`src/rtl/usb_tx_pkg.sv`:
```
// Shared types and constants for the USB transmit packet serializer.
package usb_tx_pkg;

    typedef enum logic [2:0] {
        IDLE,
        SYNC,
        PID,
        DATA,
        CRC,
        EOP_SE0,
        EOP_J
    } tx_state_t;

    localparam logic [7:0]  SYNC_BYTE   = 8'h80;
    localparam logic [15:0] CRC16_POLY  = 16'h8005;
    localparam logic [15:0] CRC16_INIT  = 16'hFFFF;
    localparam logic [2:0]  STUFF_LIMIT = 3'd6;

    // Line levels as {d_plus, d_minus}.
    localparam logic [1:0] LINE_J   = 2'b10;
    localparam logic [1:0] LINE_K   = 2'b01;
    localparam logic [1:0] LINE_SE0 = 2'b00;

    function automatic logic [1:0] nrzi_toggle(input logic [1:0] line);
        return (line == LINE_J) ? LINE_K : LINE_J;
    endfunction

endpackage

```
`src/rtl/usb_crc16_gen.sv`:
```
// Serial CRC16 (poly 0x8005, init 0xFFFF) over data bits in wire order.
module usb_crc16_gen
    import usb_tx_pkg::*;
(
    input  logic        clk,
    input  logic        n_rst,
    input  logic        clear,
    input  logic        bit_valid,
    input  logic        bit_in,
    output logic [15:0] crc
);

    always_ff @(posedge clk or negedge n_rst) begin
        if (!n_rst) begin
            crc <= CRC16_INIT;
        end else if (clear) begin
            crc <= CRC16_INIT;
        end else if (bit_valid) begin
            crc <= {crc[14:0], 1'b0} ^ ((bit_in ^ crc[15]) ? CRC16_POLY : 16'h0000);
        end
    end

endmodule

```
`src/rtl/usb_tx_packet_serializer.sv`:
```
// USB full-speed packet serializer: SYNC/PID/DATA/CRC16 with bit stuffing, NRZI and EOP.
// Define USB_TX_CRC_GEN_EN to compute the CRC16 internally instead of sending crc16_in.
module usb_tx_packet_serializer
    import usb_tx_pkg::*;
#(
    parameter int MAX_BYTES = 8
)
(
    input  logic                   clk,
    input  logic                   n_rst,
    input  logic                   bit_tick,
    input  logic                   tx_start,
    input  logic                   has_data,
    input  logic [7:0]             pid,
    input  logic [8*MAX_BYTES-1:0] data,
    input  logic [3:0]             data_bytes,
    input  logic [15:0]            crc16_in,
    output logic                   busy,
    output logic                   tx_done,
    output logic                   d_plus,
    output logic                   d_minus
);

    localparam int DW = 8 * MAX_BYTES;
    localparam int CW = $clog2(DW + 17);
    localparam logic [4:0] MAXB = 5'(MAX_BYTES);

    tx_state_t      state, state_nx, after_pid;
    logic [CW-1:0]  bit_cnt, field_len;
    logic [2:0]     ones_cnt;
    logic [7:0]     pid_q;
    logic [DW-1:0]  data_sr;
    logic [3:0]     nbytes_q, nbytes_in;
    logic           has_data_q;
    logic [1:0]     line_q;
    logic           tx_done_q;
    logic           accept, stuff_now, emit, raw_bit, crc_bit, field_last;

    assign nbytes_in = ({1'b0, data_bytes} > MAXB) ? MAXB[3:0] : data_bytes;

`ifdef USB_TX_CRC_GEN_EN
    logic [15:0] crc_val;
    logic        unused_crc16_in;

    assign unused_crc16_in = ^crc16_in;

    usb_crc16_gen u_crc16_gen (
        .clk       (clk),
        .n_rst     (n_rst),
        .clear     (accept),
        .bit_valid (emit && (state == DATA)),
        .bit_in    (data_sr[0]),
        .crc       (crc_val)
    );

    // The CRC field goes out inverted, MSB of the register first.
    assign crc_bit = ~crc_val[4'd15 - bit_cnt[3:0]];
`else
    logic [15:0] crc_q;

    always_ff @(posedge clk or negedge n_rst) begin
        if (!n_rst) begin
            crc_q <= '0;
        end else if (accept) begin
            crc_q <= crc16_in;
        end
    end

    assign crc_bit = crc_q[bit_cnt[3:0]];
`endif

    always_ff @(posedge clk or negedge n_rst) begin
        if (!n_rst) begin
            state <= IDLE;
        end else begin
            state <= state_nx;
        end
    end

    // A pending stuff bit always pre-empts the field bit, including one due right before EOP.
    always_comb begin
        accept    = (state == IDLE) && tx_start;
        after_pid = has_data_q ? ((nbytes_q == 4'd0) ? CRC : DATA) : EOP_SE0;
        raw_bit   = 1'b1;
        field_len = CW'(8);
        case (state)
            SYNC: raw_bit = SYNC_BYTE[bit_cnt[2:0]];
            PID:  raw_bit = pid_q[bit_cnt[2:0]];
            DATA: begin
                raw_bit   = data_sr[0];
                field_len = CW'({nbytes_q, 3'b000});
            end
            CRC: begin
                raw_bit   = crc_bit;
                field_len = CW'(16);
            end
            default: ;
        endcase
        field_last = (bit_cnt == field_len - CW'(1));
        stuff_now  = bit_tick && (ones_cnt == STUFF_LIMIT)
                     && (state inside {PID, DATA, CRC, EOP_SE0});
        emit       = bit_tick && !stuff_now && (state inside {SYNC, PID, DATA, CRC});

        state_nx = state;
        case (state)
            IDLE:    if (tx_start) state_nx = SYNC;
            SYNC:    if (emit && field_last) state_nx = PID;
            PID:     if (emit && field_last) state_nx = after_pid;
            DATA:    if (emit && field_last) state_nx = CRC;
            CRC:     if (emit && field_last) state_nx = EOP_SE0;
            EOP_SE0: if (bit_tick && !stuff_now && bit_cnt[0]) state_nx = EOP_J;
            EOP_J:   if (bit_tick) state_nx = IDLE;
            default: state_nx = IDLE;
        endcase
    end

    always_ff @(posedge clk or negedge n_rst) begin
        if (!n_rst) begin
            bit_cnt    <= '0;
            ones_cnt   <= '0;
            pid_q      <= '0;
            data_sr    <= '0;
            nbytes_q   <= '0;
            has_data_q <= 1'b0;
            line_q     <= LINE_J;
            tx_done_q  <= 1'b0;
        end else begin
            tx_done_q <= 1'b0;
            if (accept) begin
                pid_q      <= pid;
                data_sr    <= data;
                nbytes_q   <= nbytes_in;
                has_data_q <= has_data;
                bit_cnt    <= '0;
                ones_cnt   <= '0;
            end else if (stuff_now) begin
                line_q   <= nrzi_toggle(line_q);
                ones_cnt <= '0;
            end else if (emit) begin
                if (!raw_bit) begin
                    line_q <= nrzi_toggle(line_q);
                end
                ones_cnt <= raw_bit ? ones_cnt + 3'd1 : 3'd0;
                bit_cnt  <= (state_nx != state) ? '0 : bit_cnt + CW'(1);
                if (state == DATA) begin
                    data_sr <= data_sr >> 1;
                end
            end else if (bit_tick && (state == EOP_SE0)) begin
                line_q   <= LINE_SE0;
                ones_cnt <= '0;
                bit_cnt  <= (state_nx != state) ? '0 : bit_cnt + CW'(1);
            end else if (bit_tick && (state == EOP_J)) begin
                line_q    <= LINE_J;
                tx_done_q <= 1'b1;
            end
        end
    end

    assign busy    = (state != IDLE);
    assign tx_done = tx_done_q;
    assign d_plus  = line_q[1];
    assign d_minus = line_q[0];

endmodule

```
`config.mk`:
```
export PLATFORM = sky130hd
export DESIGN_NAME = usb_tx_packet_serializer
export DESIGN_NICKNAME = d
export VERILOG_FILES = /design/src/rtl/usb_tx_pkg.sv /design/src/rtl/usb_crc16_gen.sv /design/src/rtl/usb_tx_packet_serializer.sv
export SDC_FILE = /design/constraint.sdc
export NUM_CORES = 1
export LEC_CHECK = 0
export ABC_AREA = 1
export CORE_UTILIZATION = 45
export DETAILED_ROUTE_END_ITERATION = 8
export DONT_BUFFER_PORTS = 1
export GPL_TIMING_DRIVEN = 0
export PLACE_DENSITY_LB_ADDON = 0.1
export REMOVE_ABC_BUFFERS = 1
export SLEW_MARGIN = 20
export SYNTH_ARGS = -nofsm -noshare
export SYNTH_HDL_FRONTEND = slang
export SYNTH_HIERARCHICAL = 1
export SYNTH_SLANG_ARGS = --single-unit
```
`constraint.sdc`:
```
create_clock -name clk -period 4.49 [get_ports clk]
set_clock_uncertainty 0.05 [all_clocks]
set_input_delay 0.898 -clock clk [delete_from_list [all_inputs] [get_ports clk]]
set_output_delay 0.898 -clock clk [all_outputs]
set_load 0.02 [all_outputs]
```
==> flow_summary.toml, run 1 <==
[placement]
gp_congestion = 0.830
hpwlAfterDp_microns = 7790
io_buffers = 0
dp.cells = 803
dp_slack_ns = 1.31

[global_route]
grt_pass1_wl_microns = 20000
grt_pass1_vias = 4326
grt_util_all_layers = 0.200
grt-ovfl-total = 0
grt_max_degree = 110
grt_antenna_before_repair = 0

[logic_synthesis]
synth_area_leaders = "dfrtp_1 (49%), nand2_1 (18%), a31oi_1 (7.2%)"
synth_compound_area_frac = 0.111
ys_ff_latch = 109
synth_edf_count = 0
synthSimpleGateAreaFrac = 0.307
syn_inst = 695
synth.mux.area_fraction = 0.00548
synth_top_area_share = 0.493
synth.most_common_cell = "nand2_1"
synthDistinctLibCells = 37
async_flop_share = 1.00
ys.flop_type = "dfrtp_1"
yosys-top-cells-count = "nand2_1 (257), dfrtp_1 (108), nor2_1 (94)"
synth_area_sq_mm = 0.00548
synthAdderAreaFrac = 0.0114
avgSynthCellArea_sq_um = 7.89
yosysSeqAreaShare = 0.498
synth_top_family_by_area = "simple AND/OR/NAND/NOR gates"
synth_warnings = 6
yosysTopAreaCell = "dfrtp_1"
synth_xor_area_frac = 0.0141

[floorplan]
die_area_sq_mm = 0.0126
rows = 39
core-area_sq_mm = 0.0117
io_pins = 101
dieHeight_microns = 112
die_w_microns = 112
start_util = 0.470

[pwr]
power_density_mw_per_mm2 = 616
worst_ir_drop_vdd_v = 0.000317
leakagePower_uw = 0.00276

[critical_path]
timing.rr.end = "bit_cnt[4]"
crit_arrival_ns = 3.32
cp_max_fo = 96
worst-path-buf-inv = 2
r2r-start = "state[1]"
reg2reg_slack_ns = 1.41
cp_top_family = "simple AND/OR/NAND/NOR gates"
r2r.worst_path.cells = 10
startpoint_type = "flip-flop"
crit_path_end_kind = "flip-flop"
cp_cell_sequence = "nor2_4 > nand3_4 > buf_12 > inv_4 > a21oi_1 > nand2_2 > nand2_1 > nand2_2 > nand3_1 > nand2_1"
max_stage_delay_ns = 0.67
path_class = "reg -> reg"
slowest_stage = "inv_4"
required_ns = 4.73

[clocking]
clkTransAtPathRegs_ns = 0.07
clk_path_buf_depth = 2
cts_tree = "done"
cts_inserted_buffers = 9
cts_setup_buffers = 0
root_buffer = "clkbuf_16"
ctsResizeCount = 0
cts_sinks = 109
htree_levels = 3
postCtsHoldBufs = 0
clk_latency_ns = 0.35

[final_layout]
seq_area_sq_mm = 0.00273
fin_cells = 819
nNetsFinal = 773
nFillCells = 1156
final_util = 0.508
diodes = 0
multi_input_comb_area_sq_mm = 0.00248
drive_gt1_frac = 0.0695
area_growth_pct = 8.03

[sta]
fmaxAchievable_ghz = 0.325
fin_crit_ns = 3.08
tns_ns = 0
hold_violations = 0
slew_viol_final = 0
final.period_utilization = 0.685
rsz0062_at_grt = "no"
worstMarginPinSlew_ns = 0.898
worst_slack_ns = 1.41
finalSetupViolCount = 0
relSlewSlack = 0.401

[routing]
wl_microns = 11600
vias = 4371
viasPerCell = 5.34
dr.pass1.iters = 5
wl_per_cell_microns = 14.2
drtAntennaViolNets = 0
drc = 0
drt-initial-drc-count = 307

[run_status]
outcome = "finished clean"

[worst_hold_path]
hold_path_class = "in -> async"

[flow_run]
max-cap-violations = 0
[stage by stage]
stage / cell area (sq um) / power [uW] / hold WS [ns]
CTS: 5920 / 3690 / 0.175
global route: 5920 / 3960 / 0.170
floorplan: 5290 / 2560 / 0.394
detailed placement: 5630 / 2890 / 0.410
global placement: 5470 / 2820 / 0.410
finish: 5920 / 3650 / 0.191
[cell families after synthesis]
logic type | Yosys count
flip-flops | 109
adder cells (fa/ha/maj) | 5
multiplexers | 3
XOR/XNOR | 8
AO/OA/AOI/OAI | 102
AND/OR/NAND/NOR | 401
buffers and inverters | 67
[report_power, final]
group,internal [uW],leakage (uW),switching (uW)
clock network,428,0.000144,365
registers,1410,0.00128,284
logic,466,0.00134,695
total,2310,0.00276,1340
[worst max-delay path by stage]
stage               cells after the start           to      from  slack (ns)
detailed placement                      9   bit_cnt[3]  tx_start        1.31
floorplan                               3   data_sr[0]  tx_start       -0.71
CTS                                    10   bit_cnt[3]  state[1]        1.37
global placement                        4  data_sr[42]  tx_start       -3.13
global route                           10   bit_cnt[6]  state[1]        1.13
finish                                 10   bit_cnt[4]  state[1]        1.41
[cells in the final DEF (no fill, tap or decap), drive strengths merged, types with 6 or more instances in the layout]
cell type / n
nand2: 266
dfrtp: 108
nor2: 99
a31oi: 63
inv: 28
nand3: 28
o21ai: 25
clkbuf: 13
a21oi: 7
xor2: 6
[per-layer routing]
metal	routed length, microns	vias to the layer above	global-route usage
met3	736	16	0.0605
met2	5510	108	0.337
li1	-	2207	-
met1	5180	2040	0.245
met5	0	-	0
met4	176	0	0.0658
[layout make-up]
class / instances / area share
sequential: 109 / 0.461
multi-input combinational: 519 / 0.419
clock buffer: 13 / 0.0456
tap: 143 / 0.0302
timing repair buffer: 5 / 0.0220
inverter: 27 / 0.0175
clock inverter: 3 / 0.00465
[flip-flops by register name, indices dropped and copies added, names as in the netlist]
register / count
bit_cnt: 7
nbytes_q: 4
has_data_q: 1
line_q: 2
crc_q: 16
tx_done: 1
pid_q: 8
state: 3
ones_cnt: 3
data_sr: 64
[worst reg2reg max path, cell delays in order (launching register included)]
cell and delay (ns):
dfrtp_1 0.58, nor2_4 0.23, nand3_4 0.40, buf_12 0.37, inv_4 0.67, a21oi_1 0.18, nand2_2 0.13, nand2_1 0.07
nand2_2 0.16, nand3_1 0.09, nand2_1 0.07
(Power assumes the default switching activity.)
==> inputs of run 2 (changes only) <==
==> constraint.sdc (replaced) <==
create_clock -name clk -period 2.6 [get_ports clk]
set_clock_uncertainty 0.05 [all_clocks]
set_input_delay 0.52 -clock clk [delete_from_list [all_inputs] [get_ports clk]]
set_output_delay 0.52 -clock clk [all_outputs]
set_load 0.02 [all_outputs]
==> flow_summary.toml, run 2 (synthesized netlist as in run 1, its figures left out) <==
[worst_hold_path]
hold_path_class = "in -> async"

[critical_path]
reg2reg_slack_ns = -0.01
timing.rr.end = "bit_cnt[6]"
r2r-start = "state[0]"
r2r.worst_path.cells = 11
startpoint_type = "flip-flop"
crit_arrival_ns = 2.85
path_class = "reg -> reg"
crit_path_end_kind = "flip-flop"
cp_max_fo = 96
required_ns = 2.84

[clocking]
cts_inserted_buffers = 9
cts_sinks = 109
root_buffer = "clkbuf_16"
htree_levels = 3
clk_latency_ns = 0.35
cts_tree = "done"
clkTransAtPathRegs_ns = 0.07
clk_path_buf_depth = 2

[floorplan]
start_util = 0.470
dieHeight_microns = 112
rows = 39
die_w_microns = 112
die_area_sq_mm = 0.0126
io_pins = 101
core-area_sq_mm = 0.0117

[final_layout]
nNetsFinal = 782
nFillCells = 1138
top_regs = "data_sr: 64 flops, crc_q: 16 flops, pid_q: 8 flops"
drive_gt1_frac = 0.108
diodes = 0
postLayoutCellArea_sq_mm = 0.00607
layout_common_cells = "nand2_1 (254), dfrtp_1 (105), nor2_1 (93)"
area_growth_pct = 10.7
largest_register_ffs = 64
final_util = 0.520
regMostFlops = "data_sr"
final_common_cell = "nand2_1"

[routing]
dr.pass1.iters = 7
viasPerCell = 5.32
drc = 0
drtAntennaViolNets = 0
wl_microns = 11800
drt-initial-drc-count = 260
wl_per_cell_microns = 14.2
vias = 4409

[sta]
hold_violations = 109
fin_crit_ns = 2.61
hold_slack_ns = -0.187
rsz0062_at_grt = "yes"
final.period_utilization = 1.00
worst_slack_ns = -0.0114
relSlewSlack = 0.533
finalSetupViolCount = 1
slew_viol_final = 0
fmaxAchievable_ghz = 0.383
worstMarginPinSlew_ns = 0.700

[placement]
placed_area_sq_mm = 0.00563
gp_congestion = 0.830
dp_slack_ns = -0.514
io_buffers = 0
hpwlAfterDp_microns = 7790

[pwr]
leakagePower_uw = 0.00281
power_density_mw_per_mm2 = 1050
worst_ir_drop_vdd_v = 0.000548

[global_route]
grt-ovfl-total = 0
grt_max_degree = 110
grt_antenna_before_repair = 0
grt_pass1_wl_microns = 20000
grt_pass1_vias = 4330
grt_util_all_layers = 0.200

[flow_run]
max-cap-violations = 0

[run_status]
violations = "hold timing, setup timing"
outcome = "finished, violations left"
[run 2: changes by cell type in the layout (fill, tap and decap cells not counted), sizes merged]
cell / previous run / this run
buf: 5 / 14
[run 2: layer usage]
| layer | up-vias | GRT usage | wire length, microns |
|---|---|---|---|
| met2 | 97 | 0.337 | 5600 |
| met4 | 0 | 0.0658 | 180 |
| li1 | 2225 | - | - |
| met5 | - | 0 | 0 |
| met3 | 16 | 0.0605 | 801 |
| met1 | 2071 | 0.245 | 5200 |
[run 2: timing repair]
item	in CTS	in global routing
buffers inserted	1	8
gates resized for setup	6	16
pin swaps	0	17
hold endpoints to repair	109	109
endpoints found under the setup margin	103	10
[run 2: final cells by class]
type                            count  area [sq um]  area share
Sequential cell                   109          2730       0.450
Multi-Input combinational cell    519          2550       0.420
Clock buffer                       13           270      0.0445
Inverter                           27           114      0.0188
Tap cell                          143           179      0.0295
Timing Repair Buffer               14           198      0.0326
Clock inverter                      3          27.5     0.00454
[run 2: power breakdown]
part / internal (uW) / total (uW) / leakage, uW / switching [uW]
Clock: 738 / 1370 / 0.000144 / 627
Combinational: 847 / 2100 / 0.00139 / 1250
Sequential: 2440 / 2930 / 0.00127 / 482
[run 2: worst max path at each step]
stage | end | slack [ns] | start
2_1_floorplan | data_sr[0] | -2.41 | state[1]
3_3_place_gp | data_sr[42] | -4.73 | state[1]
3_5_place_dp | bit_cnt[3] | -0.51 | state[1]
4_1_cts | bit_cnt[3] | 0.04 | state[0]
5_1_grt | bit_cnt[6] | -0.23 | state[0]
6_report | bit_cnt[6] | -0.01 | state[0]
[run 2: through the flow]
step           std cells  power, uW  hold WS (ns)  TNS, ns
6_report             828       6390        -0.187  -0.0114
5_1_grt              828       6920        -0.208    -1.66
4_1_cts              820       6390        -0.203        0
3_5_place_dp         803       4990         0.179   -16.52
3_3_place_gp         798       4870         0.178  -438.96
2_1_floorplan        655       4430         0.174  -216.66
[run 2: critical path: stages (launching register included)]
cell	delay [ns]
dfrtp_2	0.48
buf_4	0.17
inv_2	0.12
nand3_4	0.41
buf_12	0.37
inv_12	0.29
a21oi_1	0.13
nand2_2	0.10
nand2_1	0.09
nand2_4	0.15
nand3_2	0.10
nand2_2	0.06
==> inputs of run 3 (changes only) <==
==> constraint.sdc (replaced) <==
create_clock -name clk -period 3 [get_ports clk]
set_clock_uncertainty 0.05 [all_clocks]
set_input_delay 0.45 -clock clk [delete_from_list [all_inputs] [get_ports clk]]
set_output_delay 0.45 -clock clk [all_outputs]
set_load 0.02 [all_outputs]
==> flow_summary.toml, run 3 (synthesized netlist as in run 1, its figures left out) <==
[floorplan]
io_pins = 101
core-area_sq_mm = 0.0117
die_area_sq_mm = 0.0126
rows = 39
dieHeight_microns = 112
die_w_microns = 112
start_util = 0.470

[critical_path]
required_ns = 3.24
crit_start = "state[1]"
r2r-start = "state[1]"
startpoint_type = "flip-flop"
crit_path_end_kind = "flip-flop"
crit_arrival_ns = 2.87
path_class = "reg -> reg"
cp_max_fo = 96

[global_route]
grt_antenna_before_repair = 0
grt_pass1_wl_microns = 20000
grt_util_all_layers = 0.200
grt_pass1_vias = 4326
grt-ovfl-total = 0
grt_max_degree = 110

[routing]
wl_per_cell_microns = 14.1
dr.pass1.iters = 4
drc = 0
viasPerCell = 5.30
vias = 4340
drt-initial-drc-count = 302
wl_microns = 11600
drtAntennaViolNets = 0

[pwr]
power_density_mw_per_mm2 = 921
worst_ir_drop_vdd_v = 0.000475
leakagePower_uw = 0.00276

[clocking]
cts_tree = "done"
cts_sinks = 109
cts_inserted_buffers = 9
htree_levels = 3
cts_setup_buffers = 0
root_buffer = "clkbuf_16"
clkTransAtPathRegs_ns = 0.07
clk_latency_ns = 0.35
clk_path_buf_depth = 2

[sta]
fmaxAchievable_ghz = 0.381
fin_crit_ns = 2.63
slew_viol_final = 0
rsz0062_at_grt = "no"
final.period_utilization = 0.876
relSlewSlack = 0.542
hold_slack_ns = -0.253
finalSetupViolCount = 0
worstMarginPinSlew_ns = 0.687
tns_ns = 0
hold_violations = 109

[final_layout]
nNetsFinal = 773
top_regs = "data_sr: 64 flops, crc_q: 16 flops, pid_q: 8 flops"
regMostFlops = "data_sr"
largest_register_ffs = 64
postLayoutCellArea_sq_mm = 0.00593
area_growth_pct = 8.19
layout_common_cells = "nand2_1 (257), dfrtp_1 (105), nor2_1 (94)"
drive_gt1_frac = 0.0740
final_common_cell = "nand2_1"
diodes = 0
fin_cells = 819

[placement]
io_buffers = 0
hpwlAfterDp_microns = 7790
gp_congestion = 0.830
dp.cells = 803
placed_area_sq_mm = 0.00563

[run_status]
violations = "hold timing"
outcome = "finished, violations left"

[flow_run]
max-cap-violations = 0

[worst_hold_path]
hold_path_class = "in -> async"
[run 3: cell types whose count changed in the layout (fill, tap and decap cells not counted), moves of 2 or more]
cell,change
nand2_2,-2
nand2_1,+3
nand3_1,+8
nand3_2,-8
buf_4,-9
[run 3: what timing repair did]
item                                   in CTS  in global routing
resized for setup                           1                  4
cloned                                      0                  0
setup endpoints to repair                   7                  7
endpoints found under the hold margin     109                109
[run 3: layout make-up]
| cell class | instances | area, sq um |
|---|---|---|
| Clock buffer | 13 | 270 |
| Clock inverter | 3 | 27.5 |
| Fill cell | 1158 | 5730 |
| Inverter | 27 | 109 |
| Multi-Input combinational cell | 519 | 2480 |
| Sequential cell | 109 | 2730 |
| Tap cell | 143 | 179 |
| Timing Repair Buffer | 5 | 130 |
[run 3: layer usage]
metal	track usage	share of wire	wire length, microns
met2	0.337	0.48	5510
met3	0.0605	0.062	718
met1	0.245	0.45	5200
met5	0	0	0
met4	0.0658	0.012	136
[run 3: critical path, stage by stage (launching register included)]
cell,delay (ns)
dfrtp_2,0.52
nor2_4,0.19
nand3_4,0.40
buf_12,0.37
inv_8,0.38
a21oi_1,0.14
nand2_2,0.11
nand2_1,0.07
nand2_2,0.15
nand3_1,0.09
nand2_1,0.07
[run 3: final timing paths]
check                         endpoint  slack [ns]  cells after the start
max reg2reg                 bit_cnt[3]        0.37                     10
min in group clk             crc_q[15]        0.16                      2
min reg2reg                   pid_q[6]        0.43                      2
max                         bit_cnt[3]        0.37                     10
max in group asynchronous  nbytes_q[1]        2.94                      0
min                           state[1]       -0.25                      0
[run 3: through the flow]
| step | utilization | setup slack [ns] | total power, uW | hold WS [ns] |
|---|---|---|---|---|
| 2_1_floorplan | - | -2.01 | 3840 | 0.104 |
| 3_3_place_gp | 0.469 | -4.33 | 4220 | 0.108 |
| 3_5_place_dp | 0.482 | -0.114 | 4330 | 0.109 |
| 4_1_cts | 0.508 | 0.0727 | 5530 | -0.273 |
| 5_1_grt | 0.509 | 0.0306 | 5920 | -0.278 |
| 6_report | 0.509 | 0.373 | 5460 | -0.253 |
[run 3: report_power, final]
group          switching (uW)  internal, uW  total [uW]
clock network             542           640        1180
logic                    1040           695        1740
registers                 423          2120        2540
